**config.mk**
```make
export PLATFORM = sky130hd
export DESIGN_NAME = img_block_transpose_buf_flat
export DESIGN_NICKNAME = d
export VERILOG_FILES = /design/src/rtl/img_block_transpose_buf_if.sv /design/src/rtl/img_block_transpose_buf.sv /design/src/flat_wrapper.sv
export SDC_FILE = /design/constraint.sdc
export NUM_CORES = 2
export LEC_CHECK = 0
export CORE_MARGIN = 8
export CORE_UTILIZATION = 60
export CTS_CLUSTER_SIZE = 24
export DETAILED_ROUTE_END_ITERATION = 8
export PLACE_DENSITY = 0.82
export RECOVER_POWER = 50
export SETUP_SLACK_MARGIN = 0.15
export SLEW_MARGIN = 20
export SYNTH_ARGS = -nofsm -noshare
export SYNTH_HDL_FRONTEND = slang
export SYNTH_SLANG_ARGS = --single-unit
```
**constraint.sdc**
```tcl
create_clock -name clk -period 3.8 [get_ports clk]
set_input_delay 0.76 -clock clk [delete_from_list [all_inputs] [get_ports clk]]
set_output_delay 0.76 -clock clk [all_outputs]
set_load 0.02 [all_outputs]
```
**src/rtl/img_block_transpose_buf_if.sv**
```systemverilog
// Sample-stream bundle for the block transpose buffer: input stream, per-block mode and output stream.
// The producer/consumer side takes the master modport; the buffer takes the slave modport.
interface img_block_transpose_buf_if #(
  parameter int unsigned DATA_W = 16
);
  logic              mode;
  logic              in_valid;
  logic              in_ready;
  logic [DATA_W-1:0] in_data;
  logic              out_valid;
  logic              out_ready;
  logic [DATA_W-1:0] out_data;
  logic              out_first;
  logic              out_last;

  modport master (
    output mode, in_valid, in_data, out_ready,
    input  in_ready, out_valid, out_data, out_first, out_last
  );

  modport slave (
    input  mode, in_valid, in_data, out_ready,
    output in_ready, out_valid, out_data, out_first, out_last
  );
endinterface

```
**src/rtl/img_block_transpose_buf.sv**
```systemverilog
// Two-bank ping-pong block buffer: collects BLK_N x BLK_N samples in raster order and
// replays each block in raster or transposed order through one registered output stage.
module img_block_transpose_buf #(
  parameter int unsigned DATA_W = 16,
  parameter int unsigned BLK_N  = 8
) (
  input  logic                      clk,
  input  logic                      rst_n,
  img_block_transpose_buf_if.slave  bus
);

  localparam int unsigned N2     = BLK_N * BLK_N;
  localparam int unsigned IDX_W  = $clog2(N2);
  localparam int unsigned HALF_W = $clog2(BLK_N);
  localparam logic [IDX_W-1:0] LAST_IDX = IDX_W'(N2 - 1);

  logic [DATA_W-1:0] mem_q [2][N2];

  logic [1:0]        full_q, full_d;
  logic [1:0]        mode_bit_q, mode_bit_d;
  logic              wb_q, wb_d;
  logic              rb_q, rb_d;
  logic [IDX_W-1:0]  wptr_q, wptr_d;
  logic [IDX_W-1:0]  ridx_q, ridx_d;
  logic              ready_en_q;
  logic              out_valid_q, out_valid_d;
  logic [DATA_W-1:0] out_data_q, out_data_d;
  logic              out_first_q, out_first_d;
  logic              out_last_q, out_last_d;

  logic              in_ready_c;
  logic              wr_fire_c;
  logic              rd_adv_c;
  logic [IDX_W-1:0]  rd_addr_c;
  logic [DATA_W-1:0] rd_data_c;

  assign in_ready_c = ready_en_q && !full_q[wb_q];
  assign wr_fire_c  = bus.in_valid && in_ready_c;
  assign rd_adv_c   = full_q[rb_q] && (!out_valid_q || bus.out_ready);

  // Transposed replay swaps the row and column fields of the read index.
  assign rd_addr_c = mode_bit_q[rb_q] ? {ridx_q[HALF_W-1:0], ridx_q[IDX_W-1:HALF_W]} : ridx_q;
  assign rd_data_c = mem_q[rb_q][rd_addr_c];

  always_comb begin
    full_d      = full_q;
    mode_bit_d  = mode_bit_q;
    wb_d        = wb_q;
    rb_d        = rb_q;
    wptr_d      = wptr_q;
    ridx_d      = ridx_q;
    out_valid_d = out_valid_q;
    out_data_d  = out_data_q;
    out_first_d = out_first_q;
    out_last_d  = out_last_q;

    if (wr_fire_c) begin
      if (wptr_q == '0) mode_bit_d[wb_q] = bus.mode;
      if (wptr_q == LAST_IDX) begin
        wptr_d       = '0;
        full_d[wb_q] = 1'b1;
        wb_d         = ~wb_q;
      end else begin
        wptr_d = wptr_q + IDX_W'(1);
      end
    end

    // Write and read only ever touch different banks, so both updates can land together.
    if (rd_adv_c) begin
      out_valid_d = 1'b1;
      out_data_d  = rd_data_c;
      out_first_d = (ridx_q == '0);
      out_last_d  = (ridx_q == LAST_IDX);
      if (ridx_q == LAST_IDX) begin
        ridx_d       = '0;
        full_d[rb_q] = 1'b0;
        rb_d         = ~rb_q;
      end else begin
        ridx_d = ridx_q + IDX_W'(1);
      end
    end else if (bus.out_ready) begin
      out_valid_d = 1'b0;
    end
  end

  always_ff @(posedge clk or negedge rst_n) begin
    if (!rst_n) begin
      full_q      <= '0;
      mode_bit_q  <= '0;
      wb_q        <= 1'b0;
      rb_q        <= 1'b0;
      wptr_q      <= '0;
      ridx_q      <= '0;
      ready_en_q  <= 1'b0;
      out_valid_q <= 1'b0;
      out_data_q  <= '0;
      out_first_q <= 1'b0;
      out_last_q  <= 1'b0;
    end else begin
      full_q      <= full_d;
      mode_bit_q  <= mode_bit_d;
      wb_q        <= wb_d;
      rb_q        <= rb_d;
      wptr_q      <= wptr_d;
      ridx_q      <= ridx_d;
      ready_en_q  <= 1'b1;
      out_valid_q <= out_valid_d;
      out_data_q  <= out_data_d;
      out_first_q <= out_first_d;
      out_last_q  <= out_last_d;
    end
  end

  // Sample storage carries no reset; contents are meaningless until a block is written.
  always_ff @(posedge clk) begin
    if (wr_fire_c) mem_q[wb_q][wptr_q] <= bus.in_data;
  end

  assign bus.in_ready  = in_ready_c;
  assign bus.out_valid = out_valid_q;
  assign bus.out_data  = out_data_q;
  assign bus.out_first = out_first_q;
  assign bus.out_last  = out_last_q;

endmodule
```
**src/flat_wrapper.sv**
```systemverilog
// flat-port wrapper written by rule: the top's interface ports become plain ports
module img_block_transpose_buf_flat 
#(
  parameter int unsigned DATA_W = 16,
  parameter int unsigned BLK_N  = 8
)
  (clk, rst_n, bus_mode, bus_in_valid, bus_in_data, bus_out_ready, bus_in_ready, bus_out_valid, bus_out_data, bus_out_first, bus_out_last);
  img_block_transpose_buf_if #(.DATA_W(DATA_W)) bus_i ();
  input  logic clk;
  input  logic rst_n;
  input wire logic [$bits(bus_i.mode)-1:0] bus_mode;
  input wire logic [$bits(bus_i.in_valid)-1:0] bus_in_valid;
  input wire logic [$bits(bus_i.in_data)-1:0] bus_in_data;
  input wire logic [$bits(bus_i.out_ready)-1:0] bus_out_ready;
  output wire logic [$bits(bus_i.in_ready)-1:0] bus_in_ready;
  output wire logic [$bits(bus_i.out_valid)-1:0] bus_out_valid;
  output wire logic [$bits(bus_i.out_data)-1:0] bus_out_data;
  output wire logic [$bits(bus_i.out_first)-1:0] bus_out_first;
  output wire logic [$bits(bus_i.out_last)-1:0] bus_out_last;
  assign bus_i.mode = bus_mode;
  assign bus_i.in_valid = bus_in_valid;
  assign bus_i.in_data = bus_in_data;
  assign bus_i.out_ready = bus_out_ready;
  assign bus_in_ready = bus_i.in_ready;
  assign bus_out_valid = bus_i.out_valid;
  assign bus_out_data = bus_i.out_data;
  assign bus_out_first = bus_i.out_first;
  assign bus_out_last = bus_i.out_last;
  img_block_transpose_buf #(.DATA_W(DATA_W), .BLK_N(BLK_N)) u_core (.clk(clk), .rst_n(rst_n), .bus(bus_i));
endmodule
```
==> flow_summary_export.csv <==
group,metric,value,unit
pwr,swShare,0.282,
logic_synthesis,synthesis.nets,5773,
worst_setup_path,critPathBufInv,2,
timing,finalCritPeriodShare,0.994,
detailed_routing,finalWirelength,291000,um
timing,max_freq,265,MHz
timing,fin_hold_ws,0.478,ns
timing,finClkSkew,0.0395,ns
logic_synthesis,ys_types,72,
worst_setup_path,cp-start-kind,"input port",
clock_network,clockBufferDepth,3,
placement,detailedPlace.worstSlack,-0.370,ns
clock_network,cts_made_buffers,196,
timing,min_period,3.78,ns
timing,rsz0062_at_grt,"true",
detailed_routing,drcViolationCount,0,
die,die_x,389,um
global_routing,antenna_found_initial,23,
timing,worst_slew_pin_slew,3.92,ns
logic_synthesis,synth_area_leaders,"edfxtp_1, nand2_1, mux4_2",
clock_network,htree_levels,4,
worst_setup_path,crit_family,"buffers and inverters",
pwr,p_sw,15.5,mW
clock_network,root_buffer,"clkbuf_16",
detailed_routing,detail-route-antenna-nets,0,
worst_setup_path,path_cells,"clkbuf_2 -> clkbuf_1",
global_routing,grt_pass1_vias,54868,
timing,slew_headroom,-1.61,
status,violations,"capacitance limit, slew limit",
logic_synthesis,synth_common_cells,"edfxtp_1, nand2_1, nand3_1",
min_path,hp-class,"reg -> reg",
timing,maxSlewViolCount,1218,
placement,hpwl,178000,um
timing,finalHoldViolations,0,
global_routing,grt_pass1_wl,402000,um
detailed_routing,viasPerCell,7.14,
worst_setup_path,slowest_delay,1.88,ns
logic_synthesis,synth_top_area_share,0.737,
cells_and_area,layout-drive-gt1-share,0.161,
worst_setup_path,required,4.09,ns
logic_synthesis,synthCells,5748,
global_routing,grt_overflow,0,
pwr,powerDensity,570,nW/um2
pwr,power_frac_clock,0.355,
pwr,peakVddDrop,437,uV
die,dieArea,151000,um2
pwr,total_leakage_power,33.0,nW
logic_synthesis,syn_avg_cell_area,14.5,um2
worst_setup_path,end_kind,"flip-flop",
logic_synthesis,yosysWarnings,0,
logic_synthesis,async_reset_ff_frac,0.0182,
cells_and_area,num-fill-cells,8471,
cells_and_area,final_nets,6203,
clock_network,clk_latency,0.88,ns
placement,globalplace.congestion,1.04,
global_routing,grt_max_degree,151,
worst_setup_path,worstSetupPathType,"in -> reg",
worst_setup_path,critPathArrivalTime,4.07,ns
logic_synthesis,synth_top_area_cell,"edfxtp_1",
logic_synthesis,synth_edf_count,2048,
clock_network,cts.clk_slew.worst_paths,0.07,ns
timing,setup_viol,0,
pwr,p_int,39.5,mW
detailed_routing,via_count,58179,
logic_synthesis,synth_top_flop_cell,"edfxtp_1",
pwr,seq_power_share,0.465,
die,core_area,139000,um2
run,cap_viol_max_count,22,
logic_synthesis,yosysMostFrequentCell,"edfxtp_1",
logic_synthesis,seq_area_frac_synth,0.749,
worst_setup_path,critical_path.slowest_cell,"clkbuf_1",
detailed_routing,drt-initial-drc-count,11089,
die,die_y,389,um
worst_setup_path,crit_fanout,65,
die,num_io_pins,41,
die,start_util,0.601,
die,rows,137,
clock_network,cts.sinks,2086,
timing,setup_ws,0.0240,ns
pwr,power_frac_comb,0.180,
clock_network,hold_buffers,0,
clock_network,cts_tree,"built",
detailed_routing,dr.pass1.iters,9,
placement,port_buffers,40,
status,status,"complete, but fails checks",
global_routing,grtUsageTotal,0.373,
pwr,total_power,55.0,mW
cells_and_area,fin_util,0.695,
cells_and_area,synthToLayoutAreaGrowth,15.6,%
logic_synthesis,synthesis.area,83400,um2
logic_synthesis,synth_seq_cells,2086,
detailed_routing,wl_per_cell,35.7,um
-- cell families after synthesis --
group / after synthesis / synth area share
other: 1 / 0.0000449
adders and majority gates: 4 / 0.000600
muxes: 303 / 0.0530
and+or+nand+nor: 2214 / 0.113
AOI/OAI and AO/OA: 744 / 0.0627
DFF: 2086 / 0.749
xor gates and xnor gates: 9 / 0.000945
buffers and inverters: 387 / 0.0210
-- state kept, by name, indices dropped and copies added, names as in the netlist --
register	flops
u_core.mem_q	2048
u_core.rb_q	1
u_core.ridx_q	6
u_core.wptr_q	6
u_core.bus.out_last	1
u_core.mode_bit_q	2
u_core.wb_q	1
u_core.bus.out_valid	1
u_core.bus.out_first	1
u_core.full_q	2
u_core.bus.out_data	16
u_core.ready_en_q	1
-- layout by cell type (no fill, tap or decap), types with 18 or more instances in the layout --
cell                n
dfrtp_1            35
mux2i_1           148
a311oi_1          106
o221ai_1           18
clkinv_2           30
o211ai_1           22
clkbuf_16         201
a221oi_1           39
and3_1            150
a31oi_1           112
buf_12             94
nor3_1             57
clkbuf_1           74
nor2_1            229
nand3_1           356
o21ai_0            83
mux4_2            106
edfxtp_1         2048
clkinv_1           41
clkdlybuf4s50_1    23
nand2_1          1324
a211oi_1           32
nand4_1            20
o22ai_1            68
buf_4             437
a21oi_1           104
mux2_2             30
-- repair_timing --
| action | 4_1_cts | 5_1_grt |
|---|---|---|
| pin swaps | 0 | 4 |
| endpoints found under the setup margin | 12 | 14 |
| endpoints found under the hold margin | 0 | 0 |
| resized for setup | 17 | 41 |
| cloned | 1 | 3 |
| setup buffers | 0 | 12 |
-- power groups by stage --
stage / clock (mW) / sequential, mW / combinational, mW
2_1_floorplan: 0 / 26.0 / 4.38
3_3_place_gp: 0 / 26.0 / 9.05
3_5_place_dp: 0 / 26.0 / 9.21
4_1_cts: 19.5 / 25.5 / 9.35
5_1_grt: 20.3 / 25.5 / 10.0
6_report: 19.5 / 25.5 / 9.90
-- path summary, 6_finish.rpt --
kind	startpoint	endpoint	slack, ns	cells past startpoint
hold reg to reg	u_core.bus.out_last$_DFFE_PN0P_	u_core.bus.out_last$_DFFE_PN0P_	0.48	1
setup reg to reg	u_core.rb_q$_DFFE_PN0P_	u_core.bus.out_data[5]$_DFFE_PN0P_	0.08	12
min in group asynchronous	rst_n	u_core.bus.out_first$_DFFE_PN0P_	0.59	1
max in group asynchronous	rst_n	u_core.bus.out_data[5]$_DFFE_PN0P_	1.49	2
hold / removal	u_core.bus.out_last$_DFFE_PN0P_	u_core.bus.out_last$_DFFE_PN0P_	0.48	1
setup / recovery	bus_in_data[12]	u_core.mem_q[0][188]$_DFFE_PP_	0.02	2
-- through the flow --
step	std cells	area (um2)	setup TNS [ns]
2_1_floorplan	5748	83400	0
3_3_place_gp	7770	89900	-1.17
3_5_place_dp	7771	89900	-0.589
4_1_cts	8128	96300	0
5_1_grt	8143	96500	0
6_report	8154	96500	0
-- metal layers --
| metal | wire length (um) | global-route usage | vias to the layer above |
|---|---|---|---|
| met5 | 135 | 0 | - |
| met4 | 23400 | 0.234 | 20 |
| met3 | 47300 | 0.121 | 1187 |
| met2 | 126000 | 0.547 | 5993 |
| met1 | 94200 | 0.484 | 28179 |
| li1 | - | - | 22800 |
-- layout make-up --
| class | count | area [um2] | share of cell area |
|---|---|---|---|
| flip-flops and latches | 2086 | 62500 | 0.647 |
| multi-input cells | 3278 | 19700 | 0.204 |
| repair buffers | 604 | 5700 | 0.0591 |
| clock buffers | 251 | 5250 | 0.0544 |
| well taps | 1807 | 2260 | 0.0234 |
| clock inverters | 105 | 1060 | 0.0110 |
| inverters | 12 | 50.0 | 0.000519 |
| diodes | 11 | 27.5 | 0.000285 |
Note: power is estimated with default switching activity, not from simulation.
